## src/rtl/fetch_unit.sv

```systemverilog
// Instruction fetch: owns the PC, reads the ROM, buffers {pc, instr} in a 2-entry prefetch queue.
// Latency: a push is visible at the head one cycle later when the queue was empty; a redirect takes two cycles to reach the head.
// Backpressure: a full queue with no pop stops pushing and holds the PC; out_ready only pops entries.
module fetch_unit #(
  parameter int unsigned                ADDRESS_WIDTH = 32,
  parameter int unsigned                INSTR_WIDTH   = 32,
  parameter logic [ADDRESS_WIDTH-1:0]   RESET_PC      = '0,
  parameter int unsigned                DEPTH         = 2
) (
  input  logic                     clk,
  input  logic                     rst_n,
  input  logic                     fetch_en,
  input  logic                     redirect_valid,
  input  logic [ADDRESS_WIDTH-1:0] redirect_pc,
  output logic [ADDRESS_WIDTH-1:0] imem_addr,
  input  logic [INSTR_WIDTH-1:0]   imem_instr,
  output logic                     out_valid,
  input  logic                     out_ready,
  output logic [INSTR_WIDTH-1:0]   out_instr,
  output logic [ADDRESS_WIDTH-1:0] out_pc,
  output logic [1:0]               occupancy
);

  typedef struct packed {
    logic [ADDRESS_WIDTH-1:0] pc;
    logic [INSTR_WIDTH-1:0]   instr;
  } entry_t;

  localparam logic [1:0] FULL = 2'(DEPTH);

  logic [ADDRESS_WIDTH-1:0] pc;
  logic [ADDRESS_WIDTH-1:0] redirect_target;
  entry_t                   head;
  entry_t                   tail;
  entry_t                   new_entry;
  logic                     push;
  logic                     pop;
  logic                     unused_redirect_lsbs;

  assign unused_redirect_lsbs = &{1'b0, redirect_pc[1:0]};
  assign redirect_target      = {redirect_pc[ADDRESS_WIDTH-1:2], 2'b00};

  assign imem_addr = pc;
  assign new_entry = '{pc: pc, instr: imem_instr};

  assign out_valid = (occupancy != 2'd0);
  assign out_pc    = head.pc;
  assign out_instr = head.instr;

  assign pop  = out_valid & out_ready;
  assign push = fetch_en & ~redirect_valid & ((occupancy != FULL) | pop);

  // Head is only rewritten when a real entry lands there, so an empty
  // queue keeps presenting its last (or reset) contents rather than stale tail data.
  always_ff @(posedge clk or negedge rst_n) begin
    if (!rst_n) begin
      pc        <= RESET_PC;
      occupancy <= 2'd0;
      head      <= '0;
      tail      <= '0;
    end else if (redirect_valid) begin
      pc        <= redirect_target;
      occupancy <= 2'd0;
    end else begin
      if (push) begin
        pc <= pc + ADDRESS_WIDTH'(4);
      end
      case ({push, pop})
        2'b10: begin
          if (occupancy == 2'd0) begin
            head <= new_entry;
          end else begin
            tail <= new_entry;
          end
          occupancy <= occupancy + 2'd1;
        end
        2'b01: begin
          if (occupancy == FULL) begin
            head <= tail;
          end
          occupancy <= occupancy - 2'd1;
        end
        2'b11: begin
          if (occupancy == 2'd1) begin
            head <= new_entry;
          end else begin
            head <= tail;
            tail <= new_entry;
          end
        end
        default: begin
        end
      endcase
    end
  end

endmodule

```

## config.mk

```make
export PLATFORM = sky130hd
export DESIGN_NAME = fetch_unit
export DESIGN_NICKNAME = d
export VERILOG_FILES = /design/src/rtl/fetch_unit.sv
export SDC_FILE = /design/constraint.sdc
export NUM_CORES = 1
export LEC_CHECK = 0
export BUFFER_PORTS_ARGS = -buffer_cell sky130_fd_sc_hd__buf_2
export CELL_PAD_IN_SITES_DETAIL_PLACEMENT = 2
export CELL_PAD_IN_SITES_GLOBAL_PLACEMENT = 2
export CORE_MARGIN = 1.5
export CORE_UTILIZATION = 34
export DETAILED_ROUTE_END_ITERATION = 12
export PLACE_DENSITY_LB_ADDON = 0.1
export RECOVER_POWER = 50
export SLEW_MARGIN = 40
export SYNTH_ARGS = -nofsm -noshare
export SYNTH_HDL_FRONTEND = slang
export SYNTH_SLANG_ARGS = --single-unit
```

## constraint.sdc

```tcl
create_clock -name clk -period 3 [get_ports clk]
set_input_delay 0.15 -clock clk [delete_from_list [all_inputs] [get_ports clk]]
set_output_delay 0.15 -clock clk [all_outputs]
set_load 0.02 [all_outputs]
```

==> flow_summary.ini, run 1 <==
[critical_path]
crit_fanout = 6
worstPathCellList = inv_1 -> ha_1 -> nand2b_1 -> a2111oi_2 -> nand4_1 -> xor2_1 -> o21ai_1
cp_top_family = compound AO/OA/AOI/OAI gates
rr_worst_depth = 7
cp-start-kind = register
cp_num_cells = 7
crit_buf_inv = 1
crit_required_ns = 3.35
cp_slowest_stage_delay_ns = 0.81
cpMaxStageDelayCell = a2111oi_2
path_class = register to register
cp_data_arrival_time_ns = 2.79
endpoint_kind = register

[logic_synthesis]
syn_area_per_cell_um2 = 11.14
synth_seq_cells = 157
syn_area_um2 = 7204
synth_top_area_share_pct = 54.53
synth-edff-count = 0
synth_cell_type_count = 51
synth_area_leaders = dfrtp_1, mux2_2, mux2i_1
synth_top_flop_cell = dfrtp_1
synthCells = 647
synth.most_common_cell = dfrtp_1
async_flop_share_pct = 100.0
synth_common_cells = dfrtp_1, nor2_1, a21oi_1
ys_seq_area_share_pct = 54.53
synth_area_leader_cell = dfrtp_1
yosysWarnings = 0

[timing]
tightest_slew_ns = 1.334
setup_violations = 0
timing.fmax_mhz = 410.8
finalMaxSlewViolations = 0
fin_crit_sh_pct = 81.15
grt_setup_unrepaired = no
tns_ns = 0
worst_clock_skew_ns = 0.01218
whs_ns = 0.01910
worst_slack_ns = 0.5656
hold_violations = 0
relSlewSlack_pct = 11.06
timing.final.crit_period_ns = 2.434

[cells_and_area]
register_area_um2 = 3929
fillCellCount = 2212
stdcell_count = 1150
multi_input_area_um2 = 3075
fin_area_um2 = 9474
final_net_count = 933
final_layout_size_suffix_gt1_share_pct = 26.35
syn2layout_area_growth_pct = 31.50

[global_route]
track_usage_pct = 20.33
grt_max_degree = 94
grt_pass1_vias = 6521
grt_pass1_wl_um = 35050
grt-ovfl-total = 0
grt_antenna_before_repair = 3

[floorplan]
fp.dieW_um = 148.6
rows = 53
die_h_um = 148.6
dieArea_um2 = 22070
floorplan.io_pins = 168
core_um2 = 20890
initial_core_util_pct = 34.49

[route]
dr_total_vias = 5815
routed_wl_um = 21650
drc_errors = 0
drt_iter0_drc = 131
via_per_inst = 5.057
avgRoutedWirePerCell_um = 18.83
dr.pass1.iters = 4
detail-route-antenna-nets = 0

[clocking]
clock_sinks = 157
clkTransAtPathRegs_ns = 0.07
postCtsHoldBufs = 60
numCtsBuffers = 17
htree_levels = 4
clk_latency_ns = 0.43
cts_resized = 0
cts_buffer_depth = 2
clock-root-buffer = clkbuf_16
cts_tree = done
cts_setup_buffers = 0

[placement]
portBuffers = 163
dp_cells = 1056
hpwl_um = 14000
gp_congestion = 0.7214
detailedPlace.worstSlack_ns = 0.6049
dpl_cell_area_um2 = 8332

[outcome]
run_status = completed

[pwr]
powerDensity_nw_per_um2 = 953.6
ir_drop_mv = 0.4536
leakagePower_uw = 0.004428

[hold_path]
worstHoldPathType = input port to register
holdPathStages = 2

[flow_run]
max_cap_violations = 0
## report_power, final
group          switching (µW)  internal [µW]
registers                 556           3010
clock network             942           1350
logic                    1920           1250
## final cells by class
class	instances	share of cell area, %
flip-flops and latches	157	41.47
multi-input cells	440	32.46
repair buffers	235	15.50
clock buffers	19	4.675
well taps	275	3.632
clock inverters	13	1.849
inverters	9	0.3566
diodes	2	0.05283
## cells in the final DEF (no fill, tap or decap), drive strengths merged, types with 2 or more instances in the layout
master | Yosys | routed
dfrtp | 157 | 157
buf | 25 | 124
nor2 | 76 | 76
clkbuf | 17 | 70
a21oi | 69 | 69
mux2i | 63 | 63
dlygate4sd3 | 0 | 60
mux2 | 58 | 58
nand2 | 39 | 39
o21ai | 28 | 28
inv | 9 | 15
nand4 | 11 | 11
xnor2 | 10 | 10
nand3 | 9 | 9
nor3 | 8 | 8
nor4 | 7 | 7
a221o | 6 | 6
xor2 | 6 | 6
nor2b | 5 | 5
and4 | 5 | 5
nand2b | 4 | 4
and2 | 4 | 4
ha | 4 | 4
and3 | 4 | 4
bufinv | 0 | 3
clkinv | 0 | 3
diode | 0 | 2
nor3b | 2 | 2
a311oi | 2 | 2
a31oi | 2 | 2
conb | 1 | 2
o2111ai | 2 | 2
or4 | 2 | 2
o311ai | 2 | 2
## final timing paths
path / startpoint / slack (ns) / endpoint
max: occupancy[1] / 0.57 / imem_addr[13]
min: imem_instr[28] / 0.02 / tail[28]
max reg2reg: occupancy[1] / 0.57 / imem_addr[13]
min reg2reg: tail[55] / 0.48 / tail[55]
max in group asynchronous: rst_n / 0.73 / out_pc[9]
min in group asynchronous: rst_n / 0.55 / out_instr[5]
## state kept, by name (all words and copies together) (netlist names)
signal / flops
out_pc: 31
occupancy: 2
tail: 62
imem_addr: 30
out_instr: 32
## stage by stage
| step | power [µW] | util, % |
|---|---|---|
| 3_5_place_dp | 6812 | 39.89 |
| 4_1_cts | 9246 | 45.72 |
| 5_1_grt | 9629 | 45.34 |
| 2_1_floorplan | 5630 | - |
| 6_report | 9034 | 45.35 |
| 3_3_place_gp | 6593 | 39.89 |
## logic make-up after synthesis
kind of cell / after synthesis / share of synthesized area, %
XOR/XNOR: 16 / 1.945
flip-flops: 157 / 54.53
buffers and inverters: 51 / 3.248
AND/OR/NAND/NOR: 180 / 12.49
multiplexers: 121 / 17.82
AO/OA/AOI/OAI: 117 / 9.222
adder cells (fa/ha/maj): 4 / 0.6947
other: 1 / 0.05205
## per-layer routing
layer  wire length (µm)  up-vias  GRT usage [%]
met1               9194     2958          24.68
met3                928       26          4.049
met4                325        2          6.139
met5                 13        -              0
li1                   -     2713              -
met2              11190      116          36.28
No activity file was read; power rests on OpenSTA's default activity.
==> run 2: changes to the inputs <==
Settings changed: ABC_AREA from default to 1, CORE_UTILIZATION 34 to 28.
Clock period 3 ns to 2.2 ns, I/O delays scaled along.
==> flow_summary.ini, run 2 <==
[floorplan]
fp.dieW_um = 168.6
core_um2 = 26950
dieArea_um2 = 28410
floorplan.io_pins = 168
die_h_um = 168.6
initial_core_util_pct = 28.48
rows = 60

[clocking]
htree_levels = 4
cts_setup_buffers = 0
numCtsBuffers = 17
cts_tree = done
clock-root-buffer = clkbuf_16
clock_sinks = 157
clk_latency_ns = 0.43
clkTransAtPathRegs_ns = 0.07
cts_buffer_depth = 2

[outcome]
violations = max-capacitance violations, max-slew violations
run_status = finished with violations

[cells_and_area]
regMostFlops = tail
final_cell_mix = nand2_1, dfrtp_1, nor2_1, nand3_1, buf_2
final_util_pct = 37.03
final_net_count = 1249
fin_area_um2 = 9981
multi_input_area_um2 = 3115
largest_reg_flops = 62
syn2layout_area_growth_pct = 30.05
num_antenna_cells = 0
fillCellCount = 3129
register_area_um2 = 3929
final_common_cell = nand2_1
final_layout_size_suffix_gt1_share_pct = 15.05

[logic_synthesis]
ys_seq_area_share_pct = 51.19
async_flop_share_pct = 100.0
syn_area_um2 = 7675
synth_area_leaders = dfrtp_1, nand2_1, nand3_1
synthCells = 968
synth_seq_cells = 157
synth.most_common_cell = nand2_1
synth_area_leader_cell = dfrtp_1
synth-edff-count = 0
yosysWarnings = 0
syn_area_per_cell_um2 = 7.929
synth_common_cells = nand2_1, dfrtp_1, nor2_1
synth_top_flop_cell = dfrtp_1
synth_cell_type_count = 33
synth_top_area_share_pct = 51.19

[global_route]
grt_busiest_layer = met2
grt_antenna_before_repair = 0
grt_pass1_wl_um = 45030
grt_pass1_vias = 7936
grt-ovfl-total = 0
grt.met1_usage_pct = 28.52
track_usage_pct = 20.46
grt_use_met3_pct = 2.268
use_met2_pct = 33.95
grt_max_degree = 58

[route]
detail-route-antenna-nets = 0
dr.pass1.iters = 4
avgRoutedWirePerCell_um = 18.17
drc_errors = 0
drt_iter0_drc = 328
dr_total_vias = 7361
via_per_inst = 4.811
routed_wl_um = 27810

[critical_path]
cp_data_arrival_time_ns = 2.35
path_class = register to register
r2r-end = tail[1]
crit_fanout = 22
cp-start-kind = register
rr_worst_depth = 8
r2r_slack_ns = 0.18
endpoint_kind = register
r2r-start = occupancy[0]
crit_required_ns = 2.53
critPathCapture = tail[1]
startpoint = occupancy[0]

[timing]
hold_violations = 0
setup_violations = 0
timing.final.crit_period_ns = 2.020
tns_ns = 0
fin_crit_sh_pct = 91.82
timing.fmax_mhz = 495.1
worst_clock_skew_ns = 0.01264
tightest_slew_ns = 1.621
relSlewSlack_pct = -8.077
worst_slack_ns = 0.1801
finalMaxSlewViolations = 58
grt_setup_unrepaired = no

[placement]
portBuffers = 163
hpwl_um = 19820
gp_congestion = 0.8143
dpl_cell_area_um2 = 8980
detailedPlace.worstSlack_ns = 0.1520

[pwr]
leakagePower_uw = 0.004700
ir_drop_mv = 0.4377
powerDensity_nw_per_um2 = 1258
p_total_uw = 12550

[hold_path]
worstHoldPathType = input port to register

[flow_run]
max_cap_violations = 1
==> run 2: cell types whose count changed after synthesis, moves of 40 or more <==
cell / previous run / this run
nand2_1: 38 / 250
nand3_1: 7 / 104
inv_1: 9 / 87
mux2i_1: 63 / 0
a31oi_1: 2 / 63
a21oi_1: 69 / 11
mux2_2: 58 / 0
nor2_1: 76 / 116
==> run 2: cells by family (layout without fill, tap and decap cells) <==
| kind of cell | count (synthesis) | after routing | synth area share (%) |
|---|---|---|---|
| compound gates | 165 | 165 | 12.41 |
| flops | 157 | 157 | 51.19 |
| other cells | 1 | 2 | 0.04886 |
| buf+inv | 147 | 367 | 8.526 |
| simple gates | 489 | 489 | 26.61 |
| fa+ha+maj | 4 | 4 | 0.6521 |
| xor+xnor | 5 | 5 | 0.5706 |
==> run 2: stage by stage <==
stage / hold WS [ns] / instances
2_1_floorplan: -0.1856 / 969
3_3_place_gp: 0.1343 / 1449
3_5_place_dp: 0.1433 / 1449
4_1_cts: 0.0008836 / 1531
5_1_grt: 0.03957 / 1530
6_report: 0.01828 / 1530
==> run 2: critical path, stage by stage, from the launching register on <==
cell and delay (ns):
dfrtp_1 0.37, inv_1 0.10, ha_1 0.27, inv_1 0.11, nand2_1 0.12, a21oi_4 0.20, nand3_4 0.24, buf_4 0.29
o21ai_0 0.22
==> run 2: power breakdown <==
part	internal, µW	leakage (µW)	switching, µW
registers	4060	0.00184	811
clock network	1720	0.000271	1300
logic	1530	0.00259	3120
==> run 2: area by class of cell <==
cell class | instances | area share (%)
flip-flops and latches | 157 | 39.36
multi-input cells | 665 | 31.21
repair buffers | 246 | 15.90
clock buffers | 21 | 4.513
well taps | 341 | 4.275
inverters | 89 | 3.397
clock inverters | 11 | 1.341
==> run 2: worst min-delay path by stage <==
stage          cells after the start             from  slack [ns]       endpoint
2_1_floorplan                      0            rst_n       -0.19  imem_addr[10]
3_3_place_gp                       1            rst_n        0.13  out_instr[24]
3_5_place_dp                       1            rst_n        0.14  out_instr[24]
4_1_cts                            5  redirect_pc[22]      0.0009  imem_addr[22]
5_1_grt                            5  redirect_pc[22]        0.04  imem_addr[22]
6_report                           5  redirect_pc[22]        0.02  imem_addr[22]
==> run 2: layer usage <==
layer / wire, µm / up-vias
li1: - / 3582
met1: 13850 / 3635
met2: 12920 / 125
met3: 737 / 19
met4: 299 / 0
met5: 0 / -
==> run 2: timing repair <==
item,in CTS,in global routing
hold endpoints to repair,132,0
hold buffers,50,0
gates resized for setup,0,2
setup endpoints to repair,0,2
==> run 3: changes to the inputs <==
Clock period 2.2 ns to 1.7 ns, I/O delays scaled along.
==> flow_summary.ini, run 3 (synthesis gave the netlist of run 2 again) <==
[outcome]
run_status = finished with violations
violations = negative hold slack, negative setup slack

[floorplan]
core_um2 = 26950
dieArea_um2 = 28410
rows = 60
fp.dieW_um = 168.6
floorplan.io_pins = 168
initial_core_util_pct = 28.48
die_h_um = 168.6

[critical_path]
cp_top_family = buffers and inverters
cp_slowest_stage_delay_ns = 0.43
r2r_slack_ns = -0.02
worstPathCellList = inv_2 -> buf_4 -> ha_2 -> nand3_1 -> nand3_4 -> buf_12 -> buf_12 -> nand2_1 -> o21ai_1
endpoint_kind = register
rr_worst_depth = 9
cp_num_cells = 9
critPathCapture = tail[11]
startpoint = occupancy[1]
cp_data_arrival_time_ns = 2.08
cpMaxStageDelayCell = dfrtp_2
crit_required_ns = 2.05
path_class = register to register
crit_buf_inv = 4
r2r-start = occupancy[1]
critPathMostFrequentCell = buf_12
r2r-end = tail[11]
cp-start-kind = register
crit_fanout = 17

[cells_and_area]
regMostFlops = tail
largest_reg_flops = 62
syn2layout_area_growth_pct = 46.54
fillCellCount = 3051
num_antenna_cells = 0
final_net_count = 1319
register_area_um2 = 3943
final_cell_mix = nand2_1, buf_2, dfrtp_1, nor2_1, nand3_1
stdcell_count = 1600
final_common_cell = nand2_1
multi_input_area_um2 = 3448
final_layout_size_suffix_gt1_share_pct = 30.90

[timing]
hold_violations = 1
fin_crit_sh_pct = 101.3
whs_ns = -0.0002353
worst_clock_skew_ns = 0.02112
setup_violations = 12
timing.final.crit_period_ns = 1.722
tightest_slew_ns = 0.7878
worst_slack_ns = -0.02231
grt_setup_unrepaired = yes
finalMaxSlewViolations = 0
relSlewSlack_pct = 47.48
timing.fmax_mhz = 580.6

[pwr]
ir_drop_mv = 0.5719
leakagePower_uw = 0.005347
powerDensity_nw_per_um2 = 1580

[global_route]
grt_antenna_before_repair = 0
track_usage_pct = 20.13
grt-ovfl-total = 0
grt_pass1_wl_um = 44700
grt_pass1_vias = 7942
grt_max_degree = 69

[hold_path]
worstHoldPathType = input port to register

[placement]
gp_congestion = 0.7939
portBuffers = 163
hpwl_um = 19520
detailedPlace.worstSlack_ns = -0.1033
dp_cells = 1483

[route]
dr_total_vias = 7756
drc_errors = 0
detail-route-antenna-nets = 0
avgRoutedWirePerCell_um = 19.75
routed_wl_um = 31610
via_per_inst = 4.848
dr.pass1.iters = 4
drt_iter0_drc = 336

[clocking]
clock_sinks = 157
cts_buffer_depth = 2
htree_levels = 4
numCtsBuffers = 17
clk_latency_ns = 0.44
clkTransAtPathRegs_ns = 0.07
clock-root-buffer = clkbuf_16
cts_tree = done

[flow_run]
max_cap_violations = 0
run 3: timing repair:
| action | in CTS | in global routing |
|---|---|---|
| gates resized for setup | 9 | 140 |
| gates cloned | 0 | 20 |
| setup buffers | 2 | 7 |
| hold buffers | 56 | 0 |
| endpoints found under the setup margin | 78 | 136 |
| pin swaps | 2 | 8 |
| hold endpoints to repair | 244 | 0 |
run 3: final cells by class:
cell class / count / share of cell area (%)
Sequential cell: 157 / 35.05
Multi-Input combinational cell: 666 / 30.66
Timing Repair Buffer: 315 / 22.64
Clock buffer: 19 / 3.849
Tap cell: 341 / 3.794
Inverter: 89 / 3.037
Clock inverter: 13 / 0.9678
run 3: through the flow:
| step | cell area (µm²) | power, µW | hold WS, ns | util (%) | setup TNS, ns |
|---|---|---|---|---|---|
| floorplan | 7699 | 10120 | -0.2106 | - | 0 |
| CTS | 10450 | 16720 | 0.0003579 | 38.76 | 0 |
| finish | 11250 | 17770 | -0.0002353 | 41.73 | -0.08309 |
| global route | 11250 | 18980 | 0.03735 | 41.73 | -4.590 |
| global placement | 9305 | 12600 | -0.01547 | 34.53 | -0.001164 |
| detailed placement | 9305 | 12860 | -0.01283 | 34.53 | -1.808 |
run 3: routing by layer:
metal | global-route usage (%) | routed length (µm) | vias to the layer above
met5 | 0 | 0 | -
met4 | 4.814 | 218 | 0
met3 | 2.502 | 798 | 16
met2 | 33.00 | 15480 | 139
met1 | 28.29 | 15110 | 3882
li1 | - | - | 3719
run 3: worst min-delay path, stage by stage:
cell     delay [ns]
buf_2          0.08
nor2_1         0.03
nor2_1         0.09
nand2_1        0.05
nand2_1        0.06
run 3: power breakdown:
part / internal (µW) / switching, µW / total, µW / leakage, µW
logic: 3100 / 4680 / 7790 / 0.00326
clock network: 1900 / 1740 / 3650 / 0.000257
registers: 5270 / 1070 / 6340 / 0.00183
run 3: how the worst min path moves through the flow:
| stage | startpoint | end | slack (ns) | cells past startpoint |
|---|---|---|---|---|
| final | redirect_pc[24] | imem_addr[24] | -0.0002 | 5 |
| after global routing | redirect_valid | imem_addr[5] | 0.04 | 4 |
| after CTS | redirect_pc[24] | imem_addr[24] | 0.0004 | 5 |
| after detailed placement | rst_n | out_instr[24] | -0.01 | 1 |
| after global placement | rst_n | out_instr[24] | -0.02 | 1 |
| after floorplan | rst_n | imem_addr[10] | -0.21 | 0 |
